[config.mk]
export PLATFORM = sky130hd
export DESIGN_NAME = div_ctrl
export DESIGN_NICKNAME = d
export VERILOG_FILES = /design/src/rtl/div_ctrl_pkg.sv /design/src/rtl/div_step.sv /design/src/rtl/div_ctrl.sv
export SDC_FILE = /design/constraint.sdc
export NUM_CORES = 1
export LEC_CHECK = 0
export ABC_AREA = 1
export BUFFER_PORTS_ARGS = -buffer_cell sky130_fd_sc_hd__buf_2
export CORE_MARGIN = 5
export CORE_UTILIZATION = 61
export DETAILED_ROUTE_END_ITERATION = 10
export PLACE_DENSITY = 0.82
export SLEW_MARGIN = 0
export SYNTH_ARGS = -nofsm -noshare
export SYNTH_HDL_FRONTEND = slang
export SYNTH_SLANG_ARGS = --single-unit
[constraint.sdc]
create_clock -name clk -period 2.45 [get_ports clk]
set_input_delay 0.49 -clock clk [delete_from_list [all_inputs] [get_ports clk]]
set_output_delay 0.49 -clock clk [all_outputs]
set_load 0.05 [all_outputs]
[src/rtl/div_ctrl_pkg.sv]
// Shared widths, state codes and helpers for the multi-cycle divider.
package div_ctrl_pkg;

  localparam int unsigned reg_w  = 32;
  localparam int unsigned dreg_w = 64;
  localparam int unsigned work_w = 65;
  localparam int unsigned cnt_w  = 6;

  localparam logic div_start          = 1'b1;
  localparam logic div_stop           = 1'b0;
  localparam logic div_result_ready     = 1'b1;
  localparam logic div_result_not_ready = 1'b0;

  typedef enum logic [1:0] {
    div_free    = 2'b00,
    div_by_zero = 2'b01,
    div_on      = 2'b10,
    div_end     = 2'b11
  } div_state_e;

  typedef struct packed {
    logic [reg_w-1:0] rem;
    logic [reg_w-1:0] quot;
  } div_result_t;

  // Magnitude of x; negation only applies to negative signed operands.
  function automatic logic [reg_w-1:0] abs_val(input logic [reg_w-1:0] x, input logic sgn);
    return (sgn && x[reg_w-1]) ? (~x + reg_w'(1)) : x;
  endfunction

endpackage

[src/rtl/div_step.sv]
// One restoring shift-subtract iteration on the 65-bit work register.
module div_step
  import div_ctrl_pkg::*;
(
  input  logic [work_w-2:0] work,
  input  logic [reg_w-1:0]  divisor,
  output logic [work_w-1:0] work_nxt
);

  logic [reg_w:0] diff;

  assign diff = {1'b0, work[2*reg_w-1:reg_w]} - {1'b0, divisor};

  // A borrow means the trial subtraction failed: shift in a 0 quotient bit.
  assign work_nxt = diff[reg_w] ? {work, 1'b0}
                                : {diff[reg_w-1:0], work[reg_w-1:0], 1'b1};

endmodule

[src/rtl/div_ctrl.sv]
// DIV/DIVU sequencer: accepts operands, runs 32 restoring steps, holds the result for HI/LO.
module div_ctrl
  import div_ctrl_pkg::*;
(
  input  logic              clk,
  input  logic              rst,
  input  logic              start_i,
  input  logic              signed_i,
  input  logic              annul_i,
  input  logic [reg_w-1:0]  opdata1_i,
  input  logic [reg_w-1:0]  opdata2_i,
  output logic [dreg_w-1:0] result_o,
  output logic              ready_o,
  output logic              stallreq_o
);

  div_state_e        state;
  logic [cnt_w-1:0]  cnt;
  logic [work_w-1:0] work;
  logic [work_w-1:0] work_nxt;
  logic [reg_w-1:0]  divisor_abs;
  logic              neg_q;
  logic              neg_r;
  logic [reg_w-1:0]  quot_raw;
  logic [reg_w-1:0]  rem_raw;
  div_result_t       fixed;

  div_step u_step (
    .work     (work[work_w-2:0]),
    .divisor  (divisor_abs),
    .work_nxt (work_nxt)
  );

  // Sign fix-up: quotient by sign mismatch, remainder follows the dividend.
  assign quot_raw   = work[reg_w-1:0];
  assign rem_raw    = work[work_w-1:reg_w+1];
  assign fixed.quot = neg_q ? (~quot_raw + reg_w'(1)) : quot_raw;
  assign fixed.rem  = neg_r ? (~rem_raw + reg_w'(1)) : rem_raw;

  assign stallreq_o = start_i & ~annul_i & ~ready_o;

  always_ff @(posedge clk) begin
    if (rst) begin
      state       <= div_free;
      cnt         <= '0;
      work        <= '0;
      divisor_abs <= '0;
      neg_q       <= 1'b0;
      neg_r       <= 1'b0;
      result_o    <= '0;
      ready_o     <= div_result_not_ready;
    end else begin
      case (state)
        div_free: begin
          result_o <= '0;
          ready_o  <= div_result_not_ready;
          if (start_i == div_start && !annul_i) begin
            divisor_abs <= abs_val(opdata2_i, signed_i);
            neg_q       <= signed_i & (opdata1_i[reg_w-1] ^ opdata2_i[reg_w-1]);
            neg_r       <= signed_i & opdata1_i[reg_w-1];
            if (opdata2_i == '0) begin
              state <= div_by_zero;
            end else begin
              state <= div_on;
              cnt   <= '0;
              work  <= {reg_w'(0), abs_val(opdata1_i, signed_i), 1'b0};
            end
          end
        end
        div_by_zero: begin
          if (annul_i) begin
            state <= div_free;
          end else begin
            state    <= div_end;
            result_o <= '0;
            ready_o  <= div_result_ready;
          end
        end
        div_on: begin
          if (annul_i) begin
            state <= div_free;
          end else if (cnt != cnt_w'(reg_w)) begin
            work <= work_nxt;
            cnt  <= cnt + cnt_w'(1);
          end else begin
            state    <= div_end;
            result_o <= fixed;
            ready_o  <= div_result_ready;
          end
        end
        div_end: begin
          if (annul_i || start_i == div_stop) begin
            state    <= div_free;
            result_o <= '0;
            ready_o  <= div_result_not_ready;
          end
        end
        default: state <= div_free;
      endcase
    end
  end

endmodule

# Word-level counts from Yosys, hierarchy flattened
# Index checks and enable logic that the tools add are counted.
dict set report totals {
  regBits 172
  output_inout_bits 66
  wordCells 82
}
dict set report classes {
  n_addsub 6
  eq_ne 12
  mux 32
  n_bitwise 12
  n_reduce_logical 12
}
# op count
set op_table {}
lappend op_table {{$mux 65} 5}
lappend op_table {{$mux 64} 4}
lappend op_table {{$pmux 64 s4} 1}
lappend op_table {{$pmux 65 s2} 1}
lappend op_table {{$add 32x1->32 const B} 4}
lappend op_table {{$mux 32} 4}
lappend op_table {{$not 32->32} 4}
lappend op_table {{$sub 32x32->33} 1}
lappend op_table {{$logic_not 32->1} 1}
lappend op_table {{$mux 6} 4}
lappend op_table {{$ne 2x2->1 const B} 7}
lappend op_table {{$mux 2} 6}
lappend op_table {{$pmux 6 s2} 1}
lappend op_table {{$pmux 2 s4} 1}
lappend op_table {{$add 6x1->6 const B} 1}
lappend op_table {{$ne 6x6->1 const B} 1}
lappend op_table {{$reduce_and 5->1} 1}
lappend op_table {{$and 1x1->1} 4}
lappend op_table {{$eq 2x2->1 const B} 2}
lappend op_table {{$mux 1} 4}
lappend op_table {{$pmux 1 s4} 1}
lappend op_table {{$reduce_and 4->1} 1}
lappend op_table {{$logic_and 1x1->1} 3}
lappend op_table {{$ne 3x3->1 const B} 1}
lappend op_table {{9 further kinds} 11}

# Depth between registers and ports, before layout
# Gate-level depths: netlist of the first run.
dict set report logic_depth {
  depth_word 6
  depth_mapped 17
  mapped_depth_nobuf 16
}

# Modules after synthesis
# From an unflattened synthesis of the first run, not the netlist that was laid out.
dict set report hier_totals {
  cells_unflattened 2338
  hier_area_um2 13957.1
}
# module instances cells_per_inst area_per_inst_um2 seq_area_each_um2
set modules_own_cells {}
lappend modules_own_cells {div_ctrl 1 1662 10601.4 3443.3}
lappend modules_own_cells {div_step 1 676 3355.7 0.0}

# Worst setup path after synthesis of the first run
# OpenSTA, ideal clock, no wires.
dict set report synth_timing {
  kind {register to register}
  start {register work[32]}
  end {register work[48]}
  setup_time_ns 0.132
  arrival_ns 2.016
  required_ns 2.318
  path_slack_ns 0.302
  stages_incl_launch_ff 17
  n_path_buf 1
  period_less_slack_ns 2.148
  cell_sequence {dfxtp_1 > inv_1 > ha_1 > fa_1 > inv_1 > nand2_1 > nand2_1 > nand3b_1 > nand2_1 > nand2_1 > nand2_1 > nand2_2 > nand2_2 > buf_2 > nand3_1 > nand3_1 > a21oi_1}
}
dict set report synth_via {
  elab_chain_cells 5
}
# element line
set synth_rtl {}
lappend synth_rtl {{start, declared} div_ctrl.sv:19} ;# logic [work_w-1:0] work;
lappend synth_rtl {{start signal, assigned} div_ctrl.sv:66} ;# work <= {reg_w'(0), abs_val(opdata1_i, signed_i), 1'b0};
lappend synth_rtl {{start signal, assigned} div_ctrl.sv:83} ;# work <= work_nxt;
lappend synth_rtl {{$sub 32x32->33} div_step.sv:12} ;# assign diff = {1'b0, work[2*reg_w-1:reg_w]} - {1'b0, divisor};
lappend synth_rtl {{$mux 65} div_step.sv:15} ;# assign work_nxt = diff[reg_w] ? {work, 1'b0}
lappend synth_rtl {{$mux 65} div_ctrl.sv:82} ;# end else if (cnt != cnt_w'(reg_w)) begin
lappend synth_rtl {{$mux 65} div_ctrl.sv:80} ;# if (annul_i) begin
lappend synth_rtl {{$pmux 65 s2} div_ctrl.sv:53} ;# case (state)
# No other way between the ends. The select of a mux whose other input is x is not followed.
# A chain may end at the register's enable or synchronous reset.

# Worst setup path in the final report of the first run
dict set report layout_timing {
  start {register divisor_abs[27]}
  end {register work[40]}
}
dict set report layout_via {
  elab_chain_cells 5
}
# element line
set layout_rtl {}
lappend layout_rtl {{start, declared} div_ctrl.sv:21} ;# logic [reg_w-1:0] divisor_abs;
lappend layout_rtl {{start signal, assigned} div_ctrl.sv:58} ;# divisor_abs <= abs_val(opdata2_i, signed_i);
lappend layout_rtl {{$sub 32x32->33} div_step.sv:12}
lappend layout_rtl {{$mux 65} div_step.sv:15}
lappend layout_rtl {{$mux 65} div_ctrl.sv:82}
lappend layout_rtl {{$mux 65} div_ctrl.sv:80}
lappend layout_rtl {{$pmux 65 s2} div_ctrl.sv:53}
# No other way between the ends. The select of a mux whose other input is x is not followed.

==> results of run 1 <==
## cell type report
cell class | count | area (um2)
multi-input combinational | 1682 | 8210
fill | 1905 | 6010
sequential | 172 | 3440
timing repair buffer | 196 | 1260
inverter | 334 | 1250
clock buffer | 17 | 425
tap | 275 | 344
clock inverter | 15 | 209
## flip-flops by register name, indices dropped and copies added (netlist names)
signal / cells
neg_r: 1
divisor_abs: 32
ready_o: 1
work: 65
neg_q: 1
result_o: 64
cnt: 6
state: 2
## Yosys cell counts, drive strengths merged (29+ instances only)
cell / number
a21oi: 196
buf: 33
clkbuf: 45
dfxtp: 172
ha: 44
inv: 331
nand2: 718
nand3: 253
nand4: 29
nor2: 223
o21ai: 100
xor2: 40
## cell usage in the layout, fill, tap and decap left out, drive strengths merged, types with 3 or more instances in the layout
cell type	netlist	final
buf	33	194
xnor2	19	19
dfxtp	172	172
o31ai	5	5
o21ai	100	100
clkinv	3	12
ha	44	44
nand2	718	719
or2	5	5
inv	331	337
nand3b	4	4
nor3	15	15
o221ai	6	6
xor2	40	40
nor2	223	223
nand4	29	29
clkbuf	45	19
nor4	3	3
o211ai	10	10
nand3	253	253
a21oi	196	196
## logic make-up after synthesis
family                     count (synthesis)  share of synthesized area (%)
DFF                                      172                           26.2
and+or+nand+nor                         1251                           39.8
adders and majority gates                 45                           4.33
xor gates and xnor gates                  59                           3.93
buffers and inverters                    412                           12.3
AOI/OAI and AO/OA                        326                           13.4
## metrics by stage
stage	worst slack (ps)	setup TNS, ps
after floorplan	302	0
after global placement	92.5	0
after detailed placement	-10.7	-10.7
after CTS	4.95	0
after global routing	-51.9	-392
final	91.6	0
## worst max-delay path by stage
| stage | end | slack (ps) | depth (start not counted) |
|---|---|---|---|
| after floorplan | work[48]$_SDFFE_PP0P_ | 300 | 16 |
| after global placement | work[34]$_SDFFE_PP0P_ | 90 | 12 |
| after detailed placement | work[34]$_SDFFE_PP0P_ | -10 | 12 |
| after CTS | work[63]$_SDFFE_PP0P_ | 5 | 17 |
| after global routing | work[35]$_SDFFE_PP0P_ | -50 | 14 |
| final | work[40]$_SDFFE_PP0P_ | 90 | 14 |
## timing repair
| action | CTS | global route |
|---|---|---|
| setup buffers | 0 | 6 |
| gates resized for setup | 0 | 21 |
| setup endpoints to repair | 0 | 30 |
## worst reg2reg max path: cells and delay by family, from the launching register on
| kind | cells | cell delay [ps] |
|---|---|---|
| buffers and inverters | 3 | 410 |
| flip-flops | 1 | 300 |
| adder cells (fa/ha/maj) | 1 | 350 |
| AO/OA/AOI/OAI | 2 | 440 |
| AND/OR/NAND/NOR | 8 | 770 |
## power groups by stage
stage | clock (mW) | sequential [mW] | combinational, mW
6_report | 2.83 | 3.70 | 7.93
5_1_grt | 2.97 | 3.73 | 8.76
2_1_floorplan | 0 | 3.88 | 5.36
3_3_place_gp | 0 | 3.71 | 7.41
4_1_cts | 2.85 | 3.66 | 7.55
3_5_place_dp | 0 | 3.72 | 7.51
## metal layers
| layer | up-vias | track usage, % | share of wire (%) |
|---|---|---|---|
| met5 | - | 0 | 0 |
| met1 | 6772 | 48.4 | 44 |
| met4 | 0 | 9.26 | 2.6 |
| met2 | 706 | 51.4 | 43 |
| li1 | 7473 | - | - |
| met3 | 86 | 5.75 | 9.9 |
==> out/metrics.cfg, run 1 <==
[routing]
drc=0
wl_per_cell_um=15.8
wl_mm=42.5
viasPerCell=5.59
dr.pass1.iters=6
drt_iter0_markers=1696
via_count=15000
ant_nets=0

[power_and_ir_drop]
power_switching_mw=7.36
vdd_drop_max_mv=0.750
power_density_nw_per_um2=955
swShare_pct=50.9
finalPower_mw=14.5
leakage_nw=7.65
seqPwrFrac_pct=25.6
combPwrFrac_pct=54.8
intPower_mw=7.10
pwr-share-clk_pct=19.6

[layout]
area_growth_pct=15.1
fin_cells=2691
post-route-util_pct=71.6
final_layout_size_suffix_gt1_share_pct=12.1
final_cell_area_um2=15100
diodes=0
finish.net_count=2517

[synth]
yosys.cell_types.count=47
ys_async_sr_fraction_pct=0
yosys_warnings=0
syn_nets=2379
synth_edf_count=0
synth_top_area_share_pct=26.2
synth-seq-cells=172
synth_area_um2=13200
synth_flop_cell=dfxtp_1
ys_top_cells_by_area=dfxtp_1, nand2_1, nand3_1
synth_top_area_cell=dfxtp_1
yosysSeqAreaShare_pct=26.2
syn_avg_cell_area_um2=5.81
syn_inst=2265

[critical_path]
path_max_fanout=8
crit_buf_inv=3
r2r-start=divisor_abs[27]$_SDFFE_PP0P_
crit_type=flop to flop
worstPathRequired_ps=2810
r2r-end=work[40]$_SDFFE_PP0P_
reg2reg_slack_ps=90
slowest_stage=ha_2
cp-end-kind=flop
cp_cell_sequence=inv_1 > ha_2 > nand2_1 > inv_1 > nand2_1 > nand2_1 > nand2_1 > nand2_1 > a21oi_4 > nand2_8 > buf_4 > nand2_1 > nand3_1 > a21oi_1
crit_family=simple AND/OR/NAND/NOR gates
cpMostUsedCell=nand2_1
slowest_delay_ps=350
critPathLaunch=divisor_abs[27]$_SDFFE_PP0P_
crit_path_start_kind=flop
worstRegToRegCells=14
crit_arrival_ps=2720

[clock_tree]
cts_tree=built
cts_buffers=17
clkLatencyLatePin_ps=440
clock-sinks=172
ctsHoldBuffers=0
htree_levels=4
clkTransAtPathRegs_ps=80
clockRootBuffer=clkbuf_16
clockBufferDepth=2

[floorplan]
io_pins=135
row_count=53
fp.dieH_um=157
initial_core_util_pct=62.2
fp.dieArea_um2=24600
die_w_um=157
coreArea_um2=21200

[timing]
slew_violations=0
period_needed_ps=2360
post-route-period-util_pct=96.3
tightest_slew_ps=732
clock_skew_ps=12.6
fmax_ghz=0.424
whs_ps=375
slew_headroom_pct=51.2
setup_violations=0
hold_viol=0

[place]
port_buffers=134
place_area_um2=14300
dpl.hpwl_mm=32.9
dp.cells=2650
gp_congestion=1.03

[run_status]
status=finished clean

[grt]
grt_first_pass_wirelength_mm=66.2
grt_max_degree=144
gr-total-overflow=0
antenna_found_initial=0
grt_use_total_pct=33.4
grt_pass1_vias=13300

[hold_path]
whs_path_depth=3
min-delay-start=opdata2_i[21]
hold_path_class=input pin to flop
min_to=divisor_abs[21]$_SDFFE_PP0P_

[job]
cap_violations=0

No activity file was read; power rests on OpenSTA's default activity.
==> run 2, diff against run 1 <==
--- a/config.mk
+++ b/config.mk
@@ -5,12 +5,11 @@
 export SDC_FILE = /design/constraint.sdc
 export NUM_CORES = 1
 export LEC_CHECK = 0
-export ABC_AREA = 1
 export BUFFER_PORTS_ARGS = -buffer_cell sky130_fd_sc_hd__buf_2
 export CORE_MARGIN = 5
-export CORE_UTILIZATION = 61
+export CORE_UTILIZATION = 59
 export DETAILED_ROUTE_END_ITERATION = 10
-export PLACE_DENSITY = 0.82
+export PLACE_DENSITY = 0.81
 export SLEW_MARGIN = 0
 export SYNTH_ARGS = -nofsm -noshare
 export SYNTH_HDL_FRONTEND = slang
==> out/metrics.cfg, run 2 <==
[run_status]
status=finished with violations
violations=setup timing

[routing]
viasPerCell=6.03  ; +8.0%
drc=0  ; unchanged
drt_iter0_markers=1119  ; -34%
via_count=11700  ; -22%
wl_mm=34.5  ; -19%
wl_per_cell_um=17.7  ; +12%
ant_nets=0  ; unchanged
dr.pass1.iters=5  ; -1

[timing]
period_needed_ps=2910  ; +553 ps
post-route-period-util_pct=119  ; +23 points
slew_headroom_pct=53.0  ; +1.9 points
rsz0062_at_grt=yes
slew_violations=0  ; unchanged
tightest_slew_ps=703  ; -28.9 ps
setup_violations=35  ; +35
hold_viol=0  ; unchanged
fmax_ghz=0.343  ; -19%
clock_skew_ps=15.9  ; +3.28 ps
setup_ws_ps=-462  ; -553 ps

[synth]
synth_common_cells=nand2_1, dfxtp_1, nor2_1
ys_top_cells_by_area=dfxtp_1, xnor2_1, nand2_1
synth_flop_cell=dfxtp_1
syn_nets=1513  ; -36%
syn_avg_cell_area_um2=7.79  ; +34%
synth_top_area_cell=dfxtp_1
yosysSeqAreaShare_pct=31.6  ; +5.4 points
synth-seq-cells=172  ; unchanged
synth_area_um2=10900  ; -17%
ys_async_sr_fraction_pct=0  ; unchanged
yosys_warnings=0  ; unchanged
yosys.cell_types.count=67  ; +43%
synth_edf_count=0  ; unchanged
yosysMostFrequentCell=nand2_1
synth_top_area_share_pct=31.6  ; +5.4 points
syn_inst=1399  ; -38%

[clock_tree]
ctsHoldBuffers=0  ; unchanged
cts_tree=built
htree_levels=4  ; unchanged
clockBufferDepth=2  ; unchanged
clock-sinks=172  ; unchanged
clkLatencyLatePin_ps=450  ; about the same
cts_buffers=17  ; unchanged
clkTransAtPathRegs_ps=70  ; about the same
clockRootBuffer=clkbuf_16

[critical_path]
r2r-start=divisor_abs[17]$_SDFFE_PP0P_
worstRegToRegCells=12  ; -2
path_max_fanout=8  ; unchanged
cpMostUsedCell=a31oi_1
worstPathRequired_ps=2760  ; -50 ps
slowest_stage=ha_1
cp_cell_sequence=inv_1 > ha_1 > a211oi_1 > nor2_1 > a31oi_1 > a31oi_1 > or2_1 > a41oi_4 > buf_12 > clkbuf_16 > mux2i_1 > o21ai_1
reg2reg_slack_ps=-460  ; -550 ps
crit_arrival_ps=3220  ; +500 ps
cp-end-kind=flop
crit_type=flop to flop
crit_path_start_kind=flop
slowest_delay_ps=380  ; +30 ps
r2r-end=work[39]$_SDFFE_PP0P_

[grt]
grt_pass1_vias=11000  ; -18%
grt_use_total_pct=30.8  ; -2.6 points
gr-total-overflow=0  ; unchanged
grt_max_degree=86  ; -40%
antenna_found_initial=0  ; unchanged
grt_first_pass_wirelength_mm=55.0  ; -17%

[floorplan]
initial_core_util_pct=60.3  ; -2.0 points
die_w_um=146  ; -7.0%
row_count=49  ; -7.5%
io_pins=135  ; unchanged
fp.dieArea_um2=21300  ; -14%
coreArea_um2=18100  ; -15%
fp.dieH_um=146  ; -7.0%

[layout]
regMostFlops=work
largest_reg_flops=65  ; unchanged
fillers=1167  ; -39%
area_growth_pct=33.2
diodes=0  ; unchanged
top_regs=work (65), result_o (64), divisor_abs (32)
finish.net_count=1819  ; -28%
final_layout_size_suffix_gt1_share_pct=28.8  ; +17 points
final_common_cell=buf_4
fin_cells=1947  ; -28%
mostFrequentLayoutCells=buf_4, nand2_1, dfxtp_1, buf_2, nor2_1

[power_and_ir_drop]
vdd_drop_max_mv=0.651  ; -13%
finalPower_mw=11.8  ; -18%
leakage_nw=6.40  ; -16%
power_density_nw_per_um2=814  ; -15%

[hold_path]
min_to=divisor_abs[12]$_SDFFE_PP0P_
hold_path_class=input pin to flop
whs_path_depth=3  ; unchanged
min-delay-start=opdata2_i[12]

[place]
port_buffers=134  ; unchanged
dpl.hpwl_mm=25.0  ; -24%
gp_congestion=0.944  ; -8.5%
dp.cells=1900  ; -28%

[job]
cap_violations=0  ; unchanged

run 2: how the worst max path moves through the flow:
| stage | startpoint | endpoint | slack (ps) | depth (start not counted) |
|---|---|---|---|---|
| 5_1_grt | work[37]$_SDFFE_PP0P_ | work[48]$_SDFFE_PP0P_ | -550 | 12 |
| 4_1_cts | divisor_abs[5]$_SDFFE_PP0P_ | work[62]$_SDFFE_PP0P_ | -320 | 12 |
| 3_3_place_gp | opdata1_i[15] | work[27]$_SDFFE_PP0P_ | -380 | 10 |
| 2_1_floorplan | opdata1_i[15] | work[27]$_SDFFE_PP0P_ | -230 | 9 |
| 3_5_place_dp | opdata1_i[15] | work[27]$_SDFFE_PP0P_ | -450 | 10 |
| 6_report | divisor_abs[17]$_SDFFE_PP0P_ | work[39]$_SDFFE_PP0P_ | -460 | 12 |
run 2: final cells by class:
cell class                      instances  area [um2]  share of cell area (%)
Timing Repair Buffer                  372        2650                    18.2
Clock inverter                         14         174                    1.20
Sequential cell                       172        3460                    23.8
Clock buffer                           18         439                    3.02
Tap cell                              229         287                    1.97
Multi-Input combinational cell       1088        7290                    50.2
Inverter                               54         220                    1.52
run 2: stage by stage:
stage / setup slack (ps) / hold WS (ps) / util [%] / TNS, ps / area [um2]
CTS: -322 / 359 / 78.8 / -8770 / 14300
floorplan: -228 / 432 / - / -5110 / 11100
global placement: -385 / 437 / 74.6 / -16110 / 13500
finish: -462 / 366 / 80.3 / -13600 / 14500
detailed placement: -449 / 444 / 74.6 / -21250 / 13500
global route: -555 / 378 / 80.3 / -17340 / 14500
run 2: report_power, final:
group,switching [mW],internal [mW],total (mW)
Sequential,0.321,3.11,3.43
Clock,1.29,1.57,2.87
Combinational,3.26,2.27,5.53
Total,4.87,6.95,11.8
run 2: metal layers:
metal  track usage (%)  wire, um  vias to the layer above
met5                 0         0                        -
met4              7.50       912                        0
met3              4.61      3350                       91
met2              48.2     15300                      609
met1              44.6     14900                     5447
li1                  -         -                     5602
run 2: timing repair:
| item | 4_1_cts | 5_1_grt |
|---|---|---|
| resized for setup | 25 | 29 |
| buffers inserted | 8 | 5 |
| pin swaps | 14 | 18 |
| gates cloned | 0 | 3 |
| endpoints found under the setup margin | 50 | 64 |
run 2: logic make-up (layout without fill, tap and decap cells):
family / Yosys count / after routing / share of synthesized area (%)
buffers and inverters: 139 / 458 / 5.00
XOR/XNOR: 145 / 145 / 11.7
AND/OR/NAND/NOR: 467 / 467 / 19.7
AO/OA/AOI/OAI: 407 / 407 / 24.6
flip-flops: 172 / 172 / 31.6
multiplexers: 24 / 24 / 2.23
adder cells (fa/ha/maj): 45 / 45 / 5.23
run 2: critical path, delay by kind of cell (launching register included):
family / cells / cell delay [ps]
flip-flops: 1 / 330
adder cells (fa/ha/maj): 1 / 380
AND/OR/NAND/NOR: 2 / 420
AO/OA/AOI/OAI: 5 / 1030
multiplexers: 1 / 180
buffers and inverters: 3 / 440
==> run 3, diff against run 2 <==
--- a/config.mk
+++ b/config.mk
@@ -10,6 +10,7 @@
 export CORE_UTILIZATION = 59
 export DETAILED_ROUTE_END_ITERATION = 10
 export PLACE_DENSITY = 0.81
+export RECOVER_POWER = 25
 export SLEW_MARGIN = 0
 export SYNTH_ARGS = -nofsm -noshare
 export SYNTH_HDL_FRONTEND = slang
==> out/metrics.cfg, run 3 (synthesis results as in run 2) <==
[layout]
mostFrequentLayoutCells=buf_4, nand2_1, dfxtp_1, nor2_1
area_growth_pct=32.6
largest_reg_flops=65  ; unchanged
final_layout_size_suffix_gt1_share_pct=25.9  ; -2.9 points
diodes=0  ; unchanged
top_regs=work (65), result_o (64), divisor_abs (32)
finish.net_count=1819  ; unchanged
final_common_cell=buf_4
regMostFlops=work
final_cell_area_um2=14500  ; -0.42%
post-route-util_pct=79.9  ; -0.34 points

[clock_tree]
clockBufferDepth=2  ; unchanged
ctsHoldBuffers=0  ; unchanged
htree_levels=4  ; unchanged
clock-sinks=172  ; unchanged
clockRootBuffer=clkbuf_16
clkTransAtPathRegs_ps=70  ; about the same
cts_tree=built
clkLatencyLatePin_ps=450  ; about the same
cts_buffers=17  ; unchanged

[critical_path]
worstRegToRegCells=12  ; unchanged
r2r-end=work[39]$_SDFFE_PP0P_
slowest_stage=ha_1
crit_arrival_ps=3260  ; +40 ps
crit_family=compound AO/OA/AOI/OAI gates
crit_type=flop to flop
worstPathRequired_ps=2750  ; about the same
r2r-start=divisor_abs[17]$_SDFFE_PP0P_
cp-end-kind=flop
path_max_fanout=8  ; unchanged
cp_cell_sequence=inv_1 > ha_1 > a211oi_1 > nor2_1 > a31oi_1 > a31oi_1 > or2_1 > a41oi_4 > buf_12 > clkbuf_16 > mux2i_1 > o21ai_1
reg2reg_slack_ps=-500  ; -40 ps
cpMostUsedCell=a31oi_1
slowest_delay_ps=390  ; about the same
crit_path_start_kind=flop
crit_buf_inv=3  ; unchanged

[run_status]
violations=setup timing
status=finished with violations

[floorplan]
fp.dieArea_um2=21300  ; unchanged
io_pins=135  ; unchanged
fp.dieH_um=146  ; unchanged
die_w_um=146  ; unchanged
row_count=49  ; unchanged
coreArea_um2=18100  ; unchanged
initial_core_util_pct=60.3  ; unchanged

[hold_path]
min-delay-start=opdata2_i[12]
whs_path_depth=3  ; unchanged
hold_path_class=input pin to flop
min_to=divisor_abs[12]$_SDFFE_PP0P_

[timing]
setup_tns_ps=-14360  ; -753 ps
slew_violations=0  ; unchanged
slew_headroom_pct=53.6  ; +0.56 points
setup_ws_ps=-505  ; -43.1 ps
tightest_slew_ps=695  ; -8.35 ps
period_needed_ps=2950  ; +43.1 ps
rsz0062_at_grt=yes
hold_viol=0  ; unchanged
clock_skew_ps=17.6  ; +1.72 ps
post-route-period-util_pct=121  ; +1.8 points
setup_violations=35  ; unchanged
fmax_ghz=0.338  ; -1.5%

[place]
gp_congestion=0.944  ; unchanged
dpl.hpwl_mm=25.0  ; unchanged
port_buffers=134  ; unchanged
place_area_um2=13500  ; unchanged

[routing]
ant_nets=0  ; unchanged
drt_iter0_markers=1102  ; -1.5%
viasPerCell=6.04  ; about the same
wl_mm=34.5  ; +0.18%
wl_per_cell_um=17.7  ; +0.18%
via_count=11800  ; +0.060%
dr.pass1.iters=6  ; +1
drc=0  ; unchanged

[power_and_ir_drop]
finalPower_mw=11.8  ; about the same
power_density_nw_per_um2=818  ; +0.40%
vdd_drop_max_mv=0.652  ; +0.15%
leakage_nw=6.18  ; -3.4%

[grt]
gr-total-overflow=0  ; unchanged
antenna_found_initial=0  ; unchanged
grt_pass1_vias=11000  ; unchanged
grt_use_total_pct=30.8  ; unchanged
grt_max_degree=86  ; unchanged
grt_first_pass_wirelength_mm=55.0  ; unchanged

[job]
cap_violations=0  ; unchanged

-- run 3: cell count changes in the layout (fill, tap and decap cells not counted), sizes merged --
cell / previous run / this run
clkbuf: 21 / 70
buf: 369 / 320
-- run 3: layer usage --
layer | vias up | routed length (um) | global-route usage, % | share of wire, %
met3 | 76 | 3210 | 4.61 | 9.3
li1 | 5602 | - | - | -
met1 | 5459 | 15200 | 44.6 | 44
met4 | 0 | 744 | 7.50 | 2.2
met2 | 619 | 15400 | 48.2 | 45
met5 | - | 0 | 0 | 0
-- run 3: worst register-to-register path, stage by stage, from the launching register on --
cell and delay (ps):
dfxtp_1 330, inv_1 110, ha_1 390, a211oi_1 350, nor2_1 130, a31oi_1 260
a31oi_1 130, or2_1 290, a41oi_4 210, buf_12 180, clkbuf_16 160, mux2i_1 190
o21ai_1 100
-- run 3: power by group --
part	switching (mW)	internal [mW]
clock network	1.29	1.58
registers	0.324	3.11
logic	3.26	2.27
-- run 3: worst max path at each step --
stage	end	cells past startpoint	start	slack, ps
2_1_floorplan	work[27]$_SDFFE_PP0P_	9	opdata1_i[15]	-230
6_report	work[39]$_SDFFE_PP0P_	12	divisor_abs[17]$_SDFFE_PP0P_	-500
3_3_place_gp	work[27]$_SDFFE_PP0P_	10	opdata1_i[15]	-380
3_5_place_dp	work[27]$_SDFFE_PP0P_	10	opdata1_i[15]	-450
4_1_cts	work[62]$_SDFFE_PP0P_	12	divisor_abs[5]$_SDFFE_PP0P_	-320
5_1_grt	work[48]$_SDFFE_PP0P_	12	work[37]$_SDFFE_PP0P_	-550
-- run 3: cell type report --
| class | instances | area [um2] |
|---|---|---|
| Sequential cell | 172 | 3460 |
| Timing Repair Buffer | 372 | 2590 |
| Clock inverter | 14 | 174 |
| Inverter | 54 | 220 |
| Clock buffer | 18 | 439 |
| Fill cell | 1190 | 3630 |
| Multi-Input combinational cell | 1088 | 7290 |
| Tap cell | 229 | 287 |
-- run 3: per-stage QoR --
| step | hold WS, ps | instances | setup slack (ps) |
|---|---|---|---|
| after global routing | 378 | 1947 | -555 |
| final | 368 | 1947 | -505 |
| after detailed placement | 444 | 1900 | -449 |
| after floorplan | 432 | 1399 | -228 |
| after CTS | 359 | 1940 | -322 |
| after global placement | 437 | 1900 | -385 |
-- run 3: repair_timing --
action	in CTS	in global routing
pin swaps	14	18
endpoints found under the setup margin	50	64
hold endpoints to repair	0	0
resized for setup	25	29
buffers inserted	8	5
cloned	0	3
